--- config.mk ---
export PLATFORM = sky130hd
export DESIGN_NAME = fft_agu_flat
export DESIGN_NICKNAME = d
export VERILOG_FILES = /design/src/rtl/fft_agu_pkg.sv /design/src/rtl/fft_agu_if.sv /design/src/rtl/fft_bfly_adr.sv /design/src/rtl/fft_agu.sv /design/src/flat_wrapper.sv
export SDC_FILE = /design/constraint.sdc
export NUM_CORES = 1
export LEC_CHECK = 0
export ABC_AREA = 1
export CAP_MARGIN = 20
export CORE_MARGIN = 3
export CORE_UTILIZATION = 51
export CTS_CLUSTER_DIAMETER = 30
export CTS_CLUSTER_SIZE = 24
export DETAILED_ROUTE_END_ITERATION = 6
export GPL_ROUTABILITY_DRIVEN = 0
export PLACE_DENSITY = 0.8
export SLEW_MARGIN = 20
export SYNTH_ARGS = -nofsm -noshare
export SYNTH_HDL_FRONTEND = slang
export SYNTH_HIERARCHICAL = 1
export SYNTH_SLANG_ARGS = --single-unit
--- constraint.sdc ---
create_clock -name clk -period 2.1 [get_ports clk]
set_input_delay 0.315 -clock clk [delete_from_list [all_inputs] [get_ports clk]]
set_output_delay 0.315 -clock clk [all_outputs]
set_load 0.005 [all_outputs]
--- src/rtl/fft_agu_pkg.sv ---
// Shared sizes, state encoding, address payload and index helpers for the in-place radix-2 FFT AGU.
package fft_pkg;

    localparam int unsigned N_2   = 5;
    localparam int unsigned N     = 1 << N_2;
    localparam int unsigned ADR_W = N_2;
    localparam int unsigned TW_W  = N_2 - 1;
    localparam int unsigned FLY_W = N_2 - 1;
    localparam int unsigned LVL_W = N_2;
    localparam int unsigned CNT_W = N_2;

    typedef enum logic [1:0] {
        IDLE,
        LOAD,
        COMPUTE,
        DONE
    } fft_agu_state_t;

    typedef struct packed {
        logic [ADR_W-1:0] adra;
        logic [ADR_W-1:0] adrb;
        logic [TW_W-1:0]  twiddleadr;
    } fft_adr_t;

    function automatic logic [ADR_W-1:0] bitreverse(input logic [ADR_W-1:0] x);
        return {<<{x}};
    endfunction

    // Left rotate within ADR_W bits; sh is always below ADR_W at the call sites.
    function automatic logic [ADR_W-1:0] rotl(input logic [ADR_W-1:0] x,
                                              input logic [LVL_W-1:0] sh);
        logic [2*ADR_W-1:0] w_dbl;
        w_dbl = {x, x} << sh;
        return w_dbl[2*ADR_W-1 -: ADR_W];
    endfunction

endpackage

--- src/rtl/fft_agu_if.sv ---
// Control/address bundle between the FFT sequencer and its host/datapath.
interface fft_agu_if;
    import fft_pkg::*;

    logic             start;
    logic             in_valid;
    logic [ADR_W-1:0] adra;
    logic [ADR_W-1:0] adrb;
    logic [TW_W-1:0]  twiddleadr;
    logic             we;
    logic             loading;
    logic [LVL_W-1:0] level;
    logic             busy;
    logic             done;

    modport master (
        output start, in_valid,
        input  adra, adrb, twiddleadr, we, loading, level, busy, done
    );

    modport slave (
        input  start, in_valid,
        output adra, adrb, twiddleadr, we, loading, level, busy, done
    );

endinterface

--- src/rtl/fft_bfly_adr.sv ---
// Maps (level, butterfly index) to the RAM address pair and twiddle ROM address.
module fft_bfly_adr
    import fft_pkg::*;
(
    input  logic [LVL_W-1:0] i_lvl,
    input  logic [FLY_W-1:0] i_fly,
    output fft_adr_t         o_adr
);

    logic [ADR_W-1:0] w_pair;
    logic [LVL_W-1:0] w_sh;
    logic [TW_W-1:0]  w_keep;

    always_comb begin
        w_pair = {i_fly, 1'b0};
        // Clear the low (N_2-1-lvl) bits of fly; level 0 clears them all.
        w_sh   = LVL_W'(TW_W) - i_lvl;
        w_keep = {TW_W{1'b1}} << w_sh;

        o_adr.adra       = rotl(w_pair, i_lvl);
        o_adr.adrb       = rotl(w_pair | ADR_W'(1), i_lvl);
        o_adr.twiddleadr = i_fly & w_keep;
    end

endmodule

--- src/rtl/fft_agu.sv ---
// Address generator and sequencer for an in-place radix-2 FFT, one butterfly per clock.
// Define FFT_AGU_LOAD_EN to add the bit-reversed sample LOAD phase driven by in_valid.
module fft_agu
    import fft_pkg::*;
(
    input  logic      clk,
    input  logic      rst_n,
    fft_agu_if.slave  bus
);

    localparam logic [LVL_W-1:0] LVL_LAST = LVL_W'(N_2 - 1);
    localparam logic [FLY_W-1:0] FLY_LAST = FLY_W'(N / 2 - 1);

    fft_agu_state_t   r_state;
    logic [LVL_W-1:0] r_lvl;
    logic [FLY_W-1:0] r_fly;
    logic             r_busy;
    logic             r_done;
    fft_adr_t         w_adr;

`ifdef FFT_AGU_LOAD_EN
    localparam logic [CNT_W-1:0] CNT_LAST = CNT_W'(N - 1);

    logic [CNT_W-1:0] r_cnt;
    logic             r_loading;
    logic [ADR_W-1:0] w_brev;

    assign w_brev      = bitreverse(r_cnt);
    assign bus.loading = r_loading;
`else
    logic w_unused_in_valid;

    assign w_unused_in_valid = bus.in_valid;
    assign bus.loading       = 1'b0;
`endif

    // Sequencer: state, counters and status flags.
    always_ff @(posedge clk) begin
        if (!rst_n) begin
            r_state   <= IDLE;
            r_lvl     <= '0;
            r_fly     <= '0;
            r_busy    <= 1'b0;
            r_done    <= 1'b0;
`ifdef FFT_AGU_LOAD_EN
            r_cnt     <= '0;
            r_loading <= 1'b0;
`endif
        end else begin
            r_done <= 1'b0;
            case (r_state)
                IDLE: begin
                    r_lvl <= '0;
                    r_fly <= '0;
                    if (bus.start) begin
                        r_busy <= 1'b1;
`ifdef FFT_AGU_LOAD_EN
                        r_state   <= LOAD;
                        r_cnt     <= '0;
                        r_loading <= 1'b1;
`else
                        r_state   <= COMPUTE;
`endif
                    end
                end
`ifdef FFT_AGU_LOAD_EN
                LOAD: begin
                    if (bus.in_valid) begin
                        r_cnt <= r_cnt + CNT_W'(1);
                        if (r_cnt == CNT_LAST) begin
                            r_state   <= COMPUTE;
                            r_loading <= 1'b0;
                        end
                    end
                end
`endif
                COMPUTE: begin
                    r_fly <= r_fly + FLY_W'(1);
                    if (r_fly == FLY_LAST) begin
                        if (r_lvl == LVL_LAST) begin
                            r_lvl   <= '0;
                            r_state <= DONE;
                            r_busy  <= 1'b0;
                            r_done  <= 1'b1;
                        end else begin
                            r_lvl <= r_lvl + LVL_W'(1);
                        end
                    end
                end
                DONE:    r_state <= IDLE;
                default: r_state <= IDLE;
            endcase
        end
    end

    fft_bfly_adr u_bfly (
        .i_lvl (r_lvl),
        .i_fly (r_fly),
        .o_adr (w_adr)
    );

    // Memory-side decode; only LOAD's write enable follows an input directly.
    always_comb begin
        bus.adra       = '0;
        bus.adrb       = '0;
        bus.twiddleadr = '0;
        bus.we         = 1'b0;
        case (r_state)
`ifdef FFT_AGU_LOAD_EN
            LOAD: begin
                bus.adra = w_brev;
                bus.adrb = w_brev;
                bus.we   = bus.in_valid;
            end
`endif
            COMPUTE: begin
                bus.adra       = w_adr.adra;
                bus.adrb       = w_adr.adrb;
                bus.twiddleadr = w_adr.twiddleadr;
                bus.we         = 1'b1;
            end
            default: begin
                bus.we = 1'b0;
            end
        endcase
    end

    assign bus.level = r_lvl;
    assign bus.busy  = r_busy;
    assign bus.done  = r_done;

endmodule

--- src/flat_wrapper.sv ---
// flat-port wrapper written by rule: the top's interface ports become plain ports
module fft_agu_flat import fft_pkg::*;
  (clk, rst_n, bus_start, bus_in_valid, bus_adra, bus_adrb, bus_twiddleadr, bus_we, bus_loading, bus_level, bus_busy, bus_done);
  fft_agu_if bus_i ();
  input  logic clk;
  input  logic rst_n;
  input wire logic [$bits(bus_i.start)-1:0] bus_start;
  input wire logic [$bits(bus_i.in_valid)-1:0] bus_in_valid;
  output wire logic [$bits(bus_i.adra)-1:0] bus_adra;
  output wire logic [$bits(bus_i.adrb)-1:0] bus_adrb;
  output wire logic [$bits(bus_i.twiddleadr)-1:0] bus_twiddleadr;
  output wire logic [$bits(bus_i.we)-1:0] bus_we;
  output wire logic [$bits(bus_i.loading)-1:0] bus_loading;
  output wire logic [$bits(bus_i.level)-1:0] bus_level;
  output wire logic [$bits(bus_i.busy)-1:0] bus_busy;
  output wire logic [$bits(bus_i.done)-1:0] bus_done;
  assign bus_i.start = bus_start;
  assign bus_i.in_valid = bus_in_valid;
  assign bus_adra = bus_i.adra;
  assign bus_adrb = bus_i.adrb;
  assign bus_twiddleadr = bus_i.twiddleadr;
  assign bus_we = bus_i.we;
  assign bus_loading = bus_i.loading;
  assign bus_level = bus_i.level;
  assign bus_busy = bus_i.busy;
  assign bus_done = bus_i.done;
  fft_agu u_core (.clk(clk), .rst_n(rst_n), .bus(bus_i));
endmodule
### Yosys cells after proc, flatten, opt, wreduce, memory -nomap -nowiden

Index checks and enable logic that the tools add are counted.

* bits in registers: 13
* latch bits: 0
* RAM bits: 0
* memory bits (read-only): 0
* input port bits: 4
* output and inout port bits: 23
* logic and storage cells: 41
* memories kept: 0

* add/subtract/negate cells: 3
* multipliers: 0
* divide/modulo/power cells: 0
* order comparisons: 0
* equal/unequal tests: 6
* shift operators: 3
* mux-type cells: 17
* bitwise logic cells: 1
* reduce and logical (&&, ||, !) cells: 6

Operators with widths (number)
* $mux 5: 4
* $shl 10x5->10: 2
* $pmux 5 s2: 1
* $pmux 4 s2: 1
* $mux 2: 3
* $reduce_and 3->1: 2
* $add 5x1->5 const B: 1
* $eq 5x3->1 const B: 1
* $mux 1: 5
* $shl 4x5->4 const A: 1
* $sub 3x5->5 const A: 1
* $add 4x1->4 const B: 1
* $and 4x4->4: 1
* $eq 4x4->1 const B: 1
* $mux 4: 1
* $ne 2x1->1 const B: 2
* $pmux 2 s2: 1
* $reduce_and 4->1: 1
* $eq 2x2->1 const B: 1
* $logic_not 2->1: 1
* $ne 2x2->1 const B: 1
* $pmux 1 s2: 1
* $reduce_and 2->1: 1
* $reduce_bool 2->1: 1

### Longest topological paths before layout

Gate-level depths: netlist (run 1).

* word-level depth: 4
* depth in mapped cells: 13
* mapped depth without buffers: 12

### Cells and area by module

The synthesis (run 1) kept the hierarchy.

By module, submodules not included
* fft_agu: instances 1, cells each 119, area an instance 773.2 um2
* fft_bfly_adr: instances 1, cells each 110, area an instance 505.5 um2

### Worst setup path before layout (run 1)

No wires, ideal clock.

* path kind: reg2out
* start point: reg u_core.r_lvl[0], in the netlist u_core/bus.level[0]
* end point: out bus_twiddleadr[0]
* data arrival time: 1.509 ns
* data required time: 1.785 ns
* slack: 0.276 ns
* cell stages (with the launch flop): 11
* path buffers: 1
* cell sequence: dfxtp_1 -> buf_4 -> inv_4 -> ha_1 -> ha_1 -> inv_1 -> nor2_1 -> nand2_1 -> nor2_1 -> inv_1 -> nor2_1

RTL lines
* start: declaration: RTL line fft_agu.sv:15 `logic [LVL_W-1:0] r_lvl;`
* start signal: assignment: RTL line fft_agu.sv:86 `r_lvl <= r_lvl + LVL_W'(1);`
* end: declaration: RTL line flat_wrapper.sv:11 `output wire logic [$bits(bus_i.twiddleadr)-1:0] bus_twiddleadr;`

==> results of run 1 <==
==> synthesized netlist by cell type <==
cell      count  area, um^2
nand2_1      60         225
nand3_2       1        10.0
inv_1        36         135
dfxtp_1      13         260
inv_4         1        6.26
nand2_2       4        25.0
nor2_1       39         146
a211oi_1      1        7.51
xnor2_1       1        8.76
o21ai_4       1        16.3
o21ai_0       7        35.0
clkbuf_2      1        5.00
buf_2         2        10.0
a21oi_1      12        60.1
clkbuf_1      1        3.75
nor2_4        2        22.5
nor3_1        2        10.0
nor2_2        3        18.8
a31oi_1       1        6.26
inv_2         5        18.8
nand4_1       2        12.5
conb_1        1        3.75
ha_1          5        62.6
nor3b_1       1        7.51
nand3_1      22         110
buf_4         3        22.5
xor2_1        1        8.76
nor2_8        1        20.0
==> worst min-delay path: stages, from the launching register on <==
cell and delay [ps]:
dfxtp_2 360, nand2_1 70, a21oi_1 60
==> layout make-up <==
type	instances	share of cell area (%)
clock buffer	4	1.41
inverter	42	8.61
multi-input combinational	167	50.2
sequential	13	14.5
tap	28	1.88
timing repair buffer	49	23.4
==> registers in the layout, summed over array words and instances (netlist names) <==
register and count:
u_core/bus.busy 1, u_core/bus.done 1, u_core/bus.level 5, u_core/r_fly 4, u_core/r_state 2
==> cells in the final DEF, fill, tap and decap left out, drive strengths merged <==
master and instances:
conb 1, xor2 1, buf 28, nor3 2, nor3b 1, nor2 45
nand3 23, o21ai 8, ha 5, a21oi 12, clkbuf 8, dfxtp 13
inv 42, dlygate4sd2 1, clkdlybuf4s50 10, a211oi 1, nand4 2, dlymetal6s2s 5
nand2 64, xnor2 1, a31oi 1, clkdlybuf4s15 1
==> routing by layer <==
layer | up-vias | global-route usage (%)
li1 | 795 | -
met1 | 733 | 27.9
met2 | 83 | 34.2
met3 | 6 | 5.34
met4 | 0 | 3.73
met5 | - | 0
==> cell families (layout without fill, tap and decap cells) <==
| kind of cell | after synthesis | after routing | synth area share, % |
|---|---|---|---|
| xor gates and xnor gates | 2 | 2 | 1.37 |
| AOI/OAI and AO/OA | 22 | 22 | 9.79 |
| DFF | 13 | 13 | 20.4 |
| and+or+nand+nor | 137 | 137 | 47.6 |
| other | 1 | 1 | 0.293 |
| buffers and inverters | 49 | 95 | 15.8 |
| adders and majority gates | 5 | 5 | 4.89 |
==> per-stage QoR <==
stage | instances | power (uW)
6_report | 303 | 495
5_1_grt | 303 | 520
4_1_cts | 294 | 486
3_5_place_dp | 288 | 332
3_3_place_gp | 288 | 331
2_1_floorplan | 229 | 306
==> power by group <==
part,total (uW),switching [uW],internal [uW]
Clock,163,89.3,73.6
Sequential,255,5.05,250
Combinational,76.5,45.3,31.3
Total,495,140,355
==> what timing repair did <==
item / in CTS / in global routing
cloned: 0 / 0
setup endpoints to repair: 14 / 13
pin swaps: 3 / 9
resized for setup: 19 / 52
buffers inserted: 2 / 9
==> path summary, 6_finish.rpt <==
path,to,depth (start not counted)
worst min-delay path,u_core/r_fly[1],2
worst min register to register,u_core/r_fly[1],2
worst max register to register,u_core/bus.level[0],11
worst max-delay path,bus_twiddleadr[0],13
==> impl_results.md, run 1 <==
* DP Area at 1630 um^2
* Worst vdd ir at 0.368 mV
* Final Max Tran Viols at 0
* Ant diodes at 0
* Remaining Overflow, GRT at 0
* Setup WS post-layout at -27.8 ps
* Origin of the critical flop-to-flop path: u_core/bus.level[0]
* Setup CP Type: reg2out
* Crit-path slowest cell: dfxtp_4
* Die ar. at 3140 um^2
* Vias at 1617
* Met3 Wirelength at 309 um
* Endpoint class of the critical path: output port
* Clk pin slew, worst setup/hold paths at 90 ps
* Seq. cell area at 269 um^2
* Initial Util at 55.7%
* Synth warn at 6
* Buffers & Inverters on Critical Path at 5
* CTS Buf Count at 3
* Synth cell types at 28
* Final Skew at 2.38 ps
* Clock root cell: clkbuf_4
* Filler instances at 154
* Syn nets at 238
* GRT Util Overall at 20.9%
* Synthesis-to-finish area growth at 45.5%
* Slowest cell delay on critical path at 380 ps
* Die X at 56.1 um
* TritonCTS clock tree: done
* Power density over the cells at 266 nW/um^2
* Drt initial violations at 146
* Reg2Reg Setup Slack at 530 ps
* Residual DRC count at 0
* CP Launch Point: u_core/bus.level[0]
* Final hold viol count at 0
* Initial antenna violation count at 0
* 1st-pass router iterations at 4
* Multi-input logic area at 935 um^2
* Leak Pwr at 0.000925 uW
* DR vias/cell at 5.34
* Status: complete, but fails checks
* Count of buffers from port buffering at 24
* Failing checks: setup timing
* Antenna viol nets, final at 0
* TNS Setup at -27.8 ps
* RSZ-0062 raised after global routing: yes
* Vias in the first global route at 1332
* Hold bufs inserted after CTS at 0
* Sequential share of the synthesized area at 20.4%
* Clk_lat worst skew at 280 ps
* Die Ht at 56.1 um
* Worst hold start: u_core/r_fly[1]
* Critical path, cell by cell: inv_4 -> ha_4 -> inv_2 -> nand2_2 -> nand3_1 -> nand2_1 -> nor2_2 -> nand2_2 -> buf_6 -> nor2_2 -> inv_1 -> nor2_1 -> buf_2
* Core area at 2300 um^2
* Pin count of the biggest net entering global routing at 16
* Post-DP HPWL at 2450 um
* Placement Setup Slack at -81.1 ps
* Clock period minus worst slack at 2130 ps
* Critical path required time at 1780 ps
* Util after Layout at 81.0%
* Family with the most delay on the worst path: simple AND/OR/NAND/NOR gates
* Global-route wire length before repair at 5500 um
* Mapped cell area at 1280 um^2
* #FFs+latches synth at 13
* Mean Syn Cell Area at 5.58 um^2
* Max Buffers Root-to-Sink at 2
* Metal2 WL at 1920 um
* Hold slack at 514 ps
* Highest clock rate at 470 MHz
* Ports at 27
* Max-cap violations at 0
* Max Used Layer: met4
* Sum of routed wire segments on met1 at 1680 um
* Share of cells above drive strength 1 at 30.2%
* Total Nets Final at 285
* Avg WL per Cell at 13.0 um
* H-tree Lvls at 1
* Cells after synthesis at 229
* Routed WL at 3930 um
* Row count at 17
* Design Area, Final at 1860 um^2
* CP max FO at 2
* Final period util at 101%
* Hold Crit Class: reg2reg
* Arrival @ worst endpoint at 1810 ps
* CTS Sinks at 13
* Crit start category: register
* Setup violators final at 1
No activity file was read; power rests on OpenSTA's default activity.
==> inputs of run 2 (changes only) <==
--- a/config.mk
+++ b/config.mk
@@ -12,8 +12,8 @@
 export CTS_CLUSTER_DIAMETER = 30
 export CTS_CLUSTER_SIZE = 24
 export DETAILED_ROUTE_END_ITERATION = 6
-export GPL_ROUTABILITY_DRIVEN = 0
 export PLACE_DENSITY = 0.8
+export SKIP_LAST_GASP = 1
 export SLEW_MARGIN = 20
 export SYNTH_ARGS = -nofsm -noshare
 export SYNTH_HDL_FRONTEND = slang
==> run 2 against run 1 <==
  * The flow still finishes with violations (setup timing)
  * Sequential power about the same
  * Wire length is 6.9% lower
  * Global-route usage rose by 0.19 points
  * Fmax down 7.3%
  * Die area did not move
  * Non-clock buffer count down 2
  * Hold slack worse by 3.2 ps
  * Clock-buffer cell count is the same
  * Sequential cell count unchanged
  * Critical path depth fell by 2
  * Power shrank 1.2%
  * Highest routed layer unchanged
==> impl_results.md, run 2 (synthesized netlist as in run 1, its figures left out) <==
* Status: complete, but fails checks (unchanged)
* Failing checks: setup timing (unchanged)
* Total Power Consumption at 489 uW (was 495 uW)
* Ports at 27 (unchanged)
* Critical path required time at 1780 ps (about the same)
* Clk network pwr share at 32.4% (was 32.9%)
* TritonCTS clock tree: done (unchanged)
* Crit start category: register (unchanged)
* DR vias/cell at 5.28 (was 5.34)
* Power density over the cells at 266 nW/um^2 (about the same)
* Die ar. at 3140 um^2 (unchanged)
* Routability cong. at 0.863
* Share of cells above drive strength 1 at 28.2% (was 30.2%)
* Post-DP HPWL at 2450 um (unchanged)
* Psw at 134 uW (was 140 uW)
* Setup CP Type: reg2out (unchanged)
* Clk pin slew, worst setup/hold paths at 80 ps (was 90 ps)
* CTS Sinks at 13 (unchanged)
* Worst vdd ir at 0.454 mV (was 0.368 mV)
* Endpoint class of the critical path: output port (unchanged)
* Die Ht at 56.1 um (unchanged)
* Arrival @ worst endpoint at 1980 ps (was 1810 ps)
* Residual DRC count at 0 (unchanged)
* Routed WL at 3660 um (was 3930 um)
* Design Area, Final at 1840 um^2 (was 1860 um^2)
* Row count at 17 (unchanged)
* Ant diodes at 0 (unchanged)
* Placed cells at 288 (unchanged)
* Max Buffers Root-to-Sink at 2 (unchanged)
* Most common cell after layout, fill and taps aside: nand2_1 (unchanged)
* Synthesis-to-finish area growth at 43.8% (was 45.5%)
* Die X at 56.1 um (unchanged)
* Final period util at 109% (was 101%)
* Hold slack at 511 ps (was 514 ps)
* Avg WL per Cell at 12.2 um (was 13.0 um)
* CTS Buf Count at 3 (unchanged)
* 1st-pass router iterations at 4 (unchanged)
* Count of buffers from port buffering at 24 (unchanged)
* Clock period minus worst slack at 2290 ps (was 2130 ps)
* Leak Pwr at 0.000893 uW (was 0.000925 uW)
* Sequential power share at 52.2% (was 51.6%)
* Vias in the first global route at 1345 (was 1332)
* Final Max Tran Viols at 0 (unchanged)
* Max reg flops at 5 (unchanged)
* Drt initial violations at 66 (was 146)
* Antenna viol nets, final at 0 (unchanged)
* Max-cap violations at 0 (unchanged)
* Hold Crit Class: reg2reg (unchanged)
* TNS Setup at -734 ps (was -27.8 ps)
* Hold bufs inserted after CTS at 0 (unchanged)
* Fin cells at 301 (was 303)
* Cell-internal power at 355 uW (about the same)
* Most frequent cells in the layout: 52 x nand2_1, 35 x nor2_1, 34 x inv_1 (was 51 x nand2_1, 35 x inv_1, 35 x nor2_1)
* Global-route wire length before repair at 5550 um (was 5500 um)
* Filler instances at 173 (was 154)
* Initial antenna violation count at 0 (unchanged)
* Comb pwr share at 15.4% (was 15.5%)
* GRT Util Overall at 21.1% (was 20.9%)
* Sw frac at 27.3% (was 28.2%)
* Highest clock rate at 436 MHz (was 470 MHz)
* Final Skew at 4.94 ps (was 2.38 ps)
* Clk_lat worst skew at 280 ps (about the same)
* Core area at 2300 um^2 (unchanged)
* Setup violators final at 6 (was 1)
* Setup WS post-layout at -195 ps (was -27.8 ps)
* H-tree Lvls at 1 (unchanged)
* Pin count of the biggest net entering global routing at 16 (unchanged)
* Total Nets Final at 283 (was 285)
* CP max FO at 9 (was 2)
* RSZ-0062 raised after global routing: yes (unchanged)
* Vias at 1589 (was 1617)
* Remaining Overflow, GRT at 0 (unchanged)
* Initial Util at 55.7% (unchanged)
* Final hold viol count at 0 (unchanged)
* Clock root cell: clkbuf_4 (unchanged)
* DP Area at 1630 um^2 (unchanged)
[run 2: cell count changes in the layout (fill, tap and decap cells not counted), moves of 2 or more]
cell,previous run,this run
clkdlybuf4s50_1,10,14
clkbuf_2,4,1
buf_4,20,18
nand3_2,4,6
nand3_4,2,0
[run 2: cell type report]
| cell class | count | area, um^2 | share of cell area (%) |
|---|---|---|---|
| clock buffer | 4 | 26.3 | 1.43 |
| inverter | 42 | 160 | 8.71 |
| multi-input combinational | 167 | 912 | 49.6 |
| sequential | 13 | 268 | 14.6 |
| tap | 28 | 35.0 | 1.90 |
| timing repair buffer | 47 | 438 | 23.8 |
[run 2: what timing repair did]
item	4_1_cts	5_1_grt
buffers inserted	2	7
resized for setup	13	44
pin swaps	3	6
setup endpoints to repair	14	14
[run 2: final timing paths]
check / from / end / slack [ps] / cells after the start
worst min-delay path: u_core/r_state[0] / u_core/r_state[1] / 510 / 1
worst max-delay path: u_core/bus.level[0] / bus_adrb[1] / -190 / 11
worst max register to register: u_core/r_fly[0] / u_core/bus.level[0] / 600 / 8
worst min register to register: u_core/r_state[0] / u_core/r_state[1] / 510 / 1
[run 2: routing by layer]
| layer | GRT usage, % | vias to the layer above | routed length (um) |
|---|---|---|---|
| met3 | 5.34 | 8 | 206 |
| met2 | 34.9 | 56 | 1800 |
| li1 | - | 797 | - |
| met4 | 3.39 | 0 | 62 |
| met5 | 0 | - | 0 |
| met1 | 28.0 | 728 | 1590 |
[run 2: power groups by stage]
stage | logic (uW) | clock network (uW) | registers, uW
final | 75.5 | 158 | 255
after global routing | 83.7 | 174 | 256
after floorplan | 44.6 | 0 | 262
after CTS | 69.8 | 161 | 256
after global placement | 69.1 | 0 | 262
after detailed placement | 70.3 | 0 | 262
[run 2: metrics by stage]
stage	setup WS, ps	util (%)
2_1_floorplan	276	-
6_report	-195	80.1
4_1_cts	-203	73.0
3_5_place_dp	-81.1	71.0
3_3_place_gp	-51.8	71.0
5_1_grt	-335	80.1
[run 2: worst max-delay path: stages, from the launching register on]
cell             delay [ps]
dfxtp_4                 370
inv_4                    70
buf_6                   130
nand2_1                  80
nand2_1                  80
nand2_1                  70
nand2_1                 100
a21oi_1                  80
nor2_2                   80
inv_1                    40
nor2_1                   90
clkdlybuf4s50_1         500
==> inputs of run 3 (changes only) <==
--- a/config.mk
+++ b/config.mk
@@ -6,7 +6,6 @@
 export NUM_CORES = 1
 export LEC_CHECK = 0
 export ABC_AREA = 1
-export CAP_MARGIN = 20
 export CORE_MARGIN = 3
 export CORE_UTILIZATION = 51
 export CTS_CLUSTER_DIAMETER = 30
==> results of run 3 <==
Final layout, timing and power as in run 2 (identical DEF).
